--- src/rtl/alu_arbiter.sv ---
// -----------------------------------------------------------------------------
// alu_arbiter
//
// Shares one multi-cycle ALU between two requesters. Requests are granted
// round-robin. Each job runs the ALU through a fixed handshake:
//    IDLE -> CLR -> START -> HOLD -> OPB -> DONE -> IDLE
// The ALU is reset, started with the first operand, and then given the second
// operand until it signals finish. The result is returned to the requester
// that issued the job.
//
// Handshake: a request transfers on the rising edge where req_valid[i] and
// req_ready[i] are both high. req_ready is only ever high in IDLE, and only
// for the requester that wins arbitration in that cycle. A requester must hold
// valid and its operands stable until the transfer. rsp_valid[i] is a
// one-cycle pulse with no back-pressure. rsp_result, rsp_of and rsp_timeout
// keep their values until the next completed job.
//
// Optional feature (macro ALU_ARB_TIMEOUT_EN): OPB watchdog. When the macro is
// defined, a job that stays in OPB for TIMEOUT_CYCLES cycles without
// alu_finish is aborted and reported with rsp_timeout=1. When it is undefined,
// OPB waits forever and rsp_timeout is tied low.
//
// Parameters
//    TIMEOUT_CYCLES  maximum number of OPB cycles before abort (watchdog only)
//
// Ports
//    clk          in   1   sole clock, rising edge
//    rst          in   1   synchronous, active-high reset
//    req_valid    in   2   per-requester request valid
//    req_ready    out  2   per-requester accept (IDLE, granted requester only)
//    req_sel      in   4   op code, [2i+1:2i]: 00 add, 01 sub, 10 mul, 11 div
//    req_opa      in   32  first operand, [16i+15:16i]
//    req_opb      in   16  second operand, [8i+7:8i]
//    rsp_valid    out  2   one-cycle completion pulse to the job's requester
//    rsp_result   out  16  result of the last completed job
//    rsp_of       out  1   overflow of the last completed job
//    rsp_timeout  out  1   last job was aborted by the watchdog
//    busy         out  1   high in every state except IDLE
//    alu_rst      out  1   ALU reset (rst OR the CLR state)
//    alu_start    out  1   ALU start
//    alu_sel      out  2   ALU op select
//    alu_inbus    out  16  ALU input bus
//    alu_outbus   in   16  ALU result bus
//    alu_finish   in   1   ALU done (only looked at in OPB)
//    alu_of       in   1   ALU overflow flag
//    o_dbg_state  out  3   current FSM state, for debug and checkers
// -----------------------------------------------------------------------------
module alu_arbiter #(
   parameter int TIMEOUT_CYCLES = 255
) (
   input  logic        clk,
   input  logic        rst,
   input  logic [1:0]  req_valid,
   output logic [1:0]  req_ready,
   input  logic [3:0]  req_sel,
   input  logic [31:0] req_opa,
   input  logic [15:0] req_opb,
   output logic [1:0]  rsp_valid,
   output logic [15:0] rsp_result,
   output logic        rsp_of,
   output logic        rsp_timeout,
   output logic        busy,
   output logic        alu_rst,
   output logic        alu_start,
   output logic [1:0]  alu_sel,
   output logic [15:0] alu_inbus,
   input  logic [15:0] alu_outbus,
   input  logic        alu_finish,
   input  logic        alu_of,
   output logic [2:0]  o_dbg_state
);

   if (TIMEOUT_CYCLES < 1) begin : g_bad_timeout
      $error("alu_arbiter: TIMEOUT_CYCLES must be at least 1");
   end

   typedef enum logic [2:0] {
      S_IDLE  = 3'd0,
      S_CLR   = 3'd1,
      S_START = 3'd2,
      S_HOLD  = 3'd3,
      S_OPB   = 3'd4,
      S_DONE  = 3'd5
   } state_t;

   state_t      r_state;
   logic        r_last;       // requester granted most recently
   logic        r_gnt;        // requester that owns the current job
   logic [1:0]  r_sel;
   logic [15:0] r_opa;
   logic [7:0]  r_opb;
   logic        r_of_acc;     // alu_of seen so far in HOLD/OPB of this job
   logic [15:0] r_result;
   logic        r_of;
   logic [1:0]  r_rsp_valid;
   logic        r_alu_clr;
   logic        r_alu_start;
   logic [1:0]  r_alu_sel;
   logic [15:0] r_alu_inbus;

   logic [1:0]  w_grant;      // one-hot grant, zero when nobody is asking
   logic        w_gnt_idx;
   logic        w_expired;

`ifdef ALU_ARB_TIMEOUT_EN
   localparam int CW = $clog2(TIMEOUT_CYCLES + 1);
   logic [CW-1:0] r_opb_cnt;  // OPB cycles already spent without finish
   logic          r_timeout;
   assign w_expired   = (r_opb_cnt == CW'(TIMEOUT_CYCLES - 1));
   assign rsp_timeout = r_timeout;
`else
   assign w_expired   = 1'b0;
   assign rsp_timeout = 1'b0;
`endif

   // Round-robin: a lone requester always wins; on a tie the requester that
   // was not granted last time wins.
   always_comb begin
      w_grant = 2'b00;
      case (req_valid)
         2'b01:   w_grant = 2'b01;
         2'b10:   w_grant = 2'b10;
         2'b11:   w_grant = r_last ? 2'b01 : 2'b10;
         default: w_grant = 2'b00;
      endcase
   end
   assign w_gnt_idx = w_grant[1];

   assign req_ready   = (r_state == S_IDLE && !rst) ? w_grant : 2'b00;
   assign busy        = (r_state != S_IDLE);
   assign alu_rst     = rst | r_alu_clr;
   assign alu_start   = r_alu_start;
   assign alu_sel     = r_alu_sel;
   assign alu_inbus   = r_alu_inbus;
   assign rsp_valid   = r_rsp_valid;
   assign rsp_result  = r_result;
   assign rsp_of      = r_of;
   assign o_dbg_state = r_state;

   // ALU-facing outputs are registered: each transition loads the values the
   // ALU must see during the state being entered.
   always_ff @(posedge clk) begin
      if (rst) begin
         r_state     <= S_IDLE;
         r_last      <= 1'b1;
         r_gnt       <= 1'b0;
         r_sel       <= 2'b00;
         r_opa       <= 16'h0000;
         r_opb       <= 8'h00;
         r_of_acc    <= 1'b0;
         r_result    <= 16'h0000;
         r_of        <= 1'b0;
         r_rsp_valid <= 2'b00;
         r_alu_clr   <= 1'b0;
         r_alu_start <= 1'b0;
         r_alu_sel   <= 2'b00;
         r_alu_inbus <= 16'h0000;
`ifdef ALU_ARB_TIMEOUT_EN
         r_opb_cnt   <= '0;
         r_timeout   <= 1'b0;
`endif
      end else begin
         r_rsp_valid <= 2'b00;
         r_alu_clr   <= 1'b0;
         r_alu_start <= 1'b0;
         case (r_state)
            S_IDLE: begin
               if (w_grant != 2'b00) begin
                  r_last      <= w_gnt_idx;
                  r_gnt       <= w_gnt_idx;
                  r_sel       <= w_gnt_idx ? req_sel[3:2]    : req_sel[1:0];
                  r_opa       <= w_gnt_idx ? req_opa[31:16]  : req_opa[15:0];
                  r_opb       <= w_gnt_idx ? req_opb[15:8]   : req_opb[7:0];
                  r_of_acc    <= 1'b0;
                  r_alu_clr   <= 1'b1;
                  r_alu_sel   <= 2'b00;
                  r_alu_inbus <= 16'h0000;
                  r_state     <= S_CLR;
               end
            end
            S_CLR: begin
               r_alu_start <= 1'b1;
               r_alu_sel   <= r_sel;
               r_alu_inbus <= r_opa;
               r_state     <= S_START;
            end
            S_START: begin
               r_state <= S_HOLD;
            end
            S_HOLD: begin
               r_of_acc    <= r_of_acc | alu_of;
               r_alu_inbus <= {8'h00, r_opb};
`ifdef ALU_ARB_TIMEOUT_EN
               r_opb_cnt   <= '0;
`endif
               r_state     <= S_OPB;
            end
            S_OPB: begin
               if (alu_finish) begin
                  r_result    <= alu_outbus;
                  // mul/div never report overflow
                  r_of        <= (r_of_acc | alu_of) & ~r_sel[1];
                  r_rsp_valid <= r_gnt ? 2'b10 : 2'b01;
                  r_alu_sel   <= 2'b00;
                  r_alu_inbus <= 16'h0000;
`ifdef ALU_ARB_TIMEOUT_EN
                  r_timeout   <= 1'b0;
`endif
                  r_state     <= S_DONE;
               end else if (w_expired) begin
                  r_result    <= 16'h0000;
                  r_of        <= 1'b0;
                  r_rsp_valid <= r_gnt ? 2'b10 : 2'b01;
                  r_alu_sel   <= 2'b00;
                  r_alu_inbus <= 16'h0000;
`ifdef ALU_ARB_TIMEOUT_EN
                  r_timeout   <= 1'b1;
`endif
                  r_state     <= S_DONE;
               end else begin
                  r_of_acc  <= r_of_acc | alu_of;
`ifdef ALU_ARB_TIMEOUT_EN
                  r_opb_cnt <= r_opb_cnt + CW'(1);
`endif
               end
            end
            S_DONE: begin
               r_state <= S_IDLE;
            end
            default: begin
               r_state <= S_IDLE;
            end
         endcase
      end
   end

endmodule

--- config.mk ---
export PLATFORM = sky130hd
export DESIGN_NAME = alu_arbiter
export DESIGN_NICKNAME = d
export VERILOG_FILES = /design/src/rtl/alu_arbiter.sv
export SDC_FILE = /design/constraint.sdc
export NUM_CORES = 1
export LEC_CHECK = 0
export ABC_AREA = 1
export BUFFER_PORTS_ARGS = -buffer_cell sky130_fd_sc_hd__buf_4
export CORE_MARGIN = 5
export CORE_UTILIZATION = 50
export DETAILED_ROUTE_END_ITERATION = 10
export MAX_ROUTING_LAYER = met4
export PLACE_DENSITY = 0.91
export SLEW_MARGIN = 20
export SYNTH_ARGS = -nofsm -noshare
export SYNTH_HDL_FRONTEND = slang
export SYNTH_SLANG_ARGS = --single-unit
--- constraint.sdc ---
create_clock -name clk -period 2 [get_ports clk]
set_input_delay 0.2 -clock clk [delete_from_list [all_inputs] [get_ports clk]]
set_output_delay 0.2 -clock clk [all_outputs]
set_load 0.01 [all_outputs]
==> summary.md <==
| Metric | Value |
|---|---|
| Status | finished clean |
| Die height | 87.8 um |
| Die X-Extent | 87.8 um |
| Crit Path Category | flip-flop to primary output |
| Fin crit period | 1.74 ns |
| Reg-to-Reg Start | o_dbg_state[0] |
| Synth warn | 0 |
| DIE AREA | 7700 um2 |
| Routed wire per std cell | 13.0 um |
| Worst-path fanout max | 7 |
| CTS max path bufs | 2 |
| IO Pins | 120 |
| R2R Setup Slk | 0.35 ns |
| CTS sink count | 71 |
| Final slew viol count | 0 |
| Core ar. | 5890 um2 |
| Max-cap viol count | 0 |
| Peak supply drop | 0.433 mV |
| Fmax | 574 MHz |
| Hold WC Path Type | primary input to flip-flop |
| Seq/Total Area, Yosys | 0.470 |
| Worst path bufs/invs | 1 |
| WP data arrival | 1.54 ns |
| Layout Skew | 0.00468 ns |
| Initial antenna violation count | 0 |
| H-tree Lvls | 3 |
| Layout Nets | 615 |
| Via density | 4.95 |
| Postcts setup bufs | 0 |
| CP max stage delay | 0.39 ns |
| Clk_lat worst skew | 0.34 ns |
| HPWL after DPL | 5.92 mm |
| Fillers | 484 |
| Number of global-route vias before repair | 2,912 |
| Leak | 1.95 nW |
| Area delta synth->final | 36.9% |
| Hold path endpoint | r_opb[2] |
| First-pass detailed-route iteration total | 4 |
| Total GRT Usage | 0.222 |
| Hold Fails Final Rpt | 0 |
| Pwr Total | 3.42 mW |
| Most frequent cells in the layout | buf_4 (123), nand2_1 (120), dfxtp_1 (71), nor2_1 (52), a21oi_1 (39) |
| First-pass GRT wire length | 13.0 mm |
| Row cnt | 28 |
| Syn avg cell area | 7.07 um2 |
| Req. time, crit path | 1.80 ns |
| ANT cells | 0 |
| Netlist cell types | 28 |
| R2R cell count | 6 |
| Most common cell after layout, fill and taps aside | buf_4 |
| Power Dens Cells | 827 nW/um2 |
| Resize count post-CTS | 0 |
| Starting DRT DRC Count | 135 |
| Tcrit/Tclk final | 0.871 |
| Remaining DRCs | 0 |
| Final setup viols | 0 |
| Startpoint Class | flip-flop |
| TNS Setup | 0 ns |
| CTS tree | done |
| CTS Hold Bufs | 0 |
| Syn Nets | 502 |
| Synthesized area | 3020 um2 |
| Port bufs | 118 |
| Clock Root Buffer | clkbuf_8 |
| Number of synthesized register bits | 71 |
| Reg-to-reg endpoint | r_opa[13] |
| Final Core Density | 0.703 |
| CTS clk-pin slew, worst paths | 0.07 ns |
| Unrepaired setup endpoints after global routing | no |
| GRT overflow | 0 |
| Hold path startpoint | req_opb[10] |
| Crit end category | primary output |
| RD Place Congestion | 0.917 |
| Crit-path slowest cell | dfxtp_1 |
| Cts bufs inserted | 9 |
| DR vias | 3,075 |
| Post-route ant nets | 0 |
| Largest net degree at the start of global routing | 46 |
| Hold-critical path depth | 3 |
| Crit-path leading delay family | simple AND/OR/NAND/NOR gates |
| WL final | 8.08 mm |
| Cells along the critical path | nor2_4, nand2_4, nor3_1, buf_4 |
| Mapped Cells | 428 |
| Initial Utilization | 0.514 |
| Share of cells above drive strength 1 | 0.277 |
## cell families after synthesis
kind of cell	synth area share
other cells	0.00124
buf+inv	0.0885
flops	0.470
simple gates	0.272
compound gates	0.168
## through the flow
step	hold slack [ns]	cells	setup WS (ns)	area (um2)
CTS	0.0765	621	0.252	4140
finish	0.0937	621	0.258	4140
detailed placement	0.441	605	0.408	3940
global route	0.0888	621	0.189	4140
floorplan	0.343	428	0.628	3020
global placement	0.438	605	0.481	3940
## final cells by class
cell class / count / area (um2) / share of cell area
sequential: 71 / 1420 / 0.343
inverter: 40 / 150 / 0.0363
clock inverter: 2 / 12.5 / 0.00302
clock buffer: 14 / 183 / 0.0441
tap: 75 / 93.8 / 0.0227
timing repair buffer: 124 / 943 / 0.228
multi-input combinational: 295 / 1340 / 0.323
## cell usage after synthesis
master,count,area (um2)
buf_6,2,22.5
nor3_1,2,10.0
buf_2,7,35.0
inv_2,2,7.51
clkbuf_1,10,37.5
dfxtp_1,71,1420
nand3_1,13,65.1
o21ai_0,38,190
nand2_2,1,6.26
o211ai_1,1,7.51
o21a_1,9,67.6
inv_1,37,139
clkinv_1,1,3.75
a21oi_2,1,8.76
nor3b_1,1,7.51
nand3_4,1,17.5
nand2_4,1,11.3
buf_4,3,22.5
nand2_1,120,450
nor2_4,2,22.5
o21ai_1,8,40.0
nand3_2,1,10.0
nor2_1,52,195
or2_2,2,12.5
conb_1,1,3.75
a21oi_1,39,195
nor2_2,1,6.26
nand3b_1,1,7.51
## tightest hold or removal path: stages
cell	delay, ns
buf_4	0.07
o21ai_1	0.05
nor2_1	0.07
## power by group
group	switching (mW)	total [mW]	internal [mW]
sequential	0.0773	1.62	1.54
combinational	0.401	0.720	0.319
clock	0.497	1.08	0.585
total	0.976	3.42	2.45
## registers in the layout, summed over array words and instances, names as in the netlist, 2 cells and up
register	count
r_opb	8
alu_sel	2
o_dbg_state	3
r_opa	16
rsp_result	16
r_sel	2
rsp_valid	2
alu_inbus	16
## metal layers
layer / up-vias / share of wire / track usage
met5: - / 0 / -
met4: 0 / 0.018 / 0.0990
met3: 15 / 0.077 / 0.0583
met2: 116 / 0.48 / 0.364
met1: 1367 / 0.42 / 0.253
li1: 1577 / - / -
## worst max path at each step
stage                         from      endpoint  slack (ns)  cells past startpoint
finish              o_dbg_state[0]  req_ready[0]        0.26                      4
CTS                 o_dbg_state[0]  req_ready[0]        0.25                      4
floorplan           o_dbg_state[0]     r_opa[15]        0.63                      7
global route        o_dbg_state[0]  req_ready[0]        0.19                      4
global placement    o_dbg_state[0]     r_opa[13]        0.48                      6
detailed placement  o_dbg_state[0]        rsp_of        0.41                      5
No activity file was read; power rests on OpenSTA's default activity.
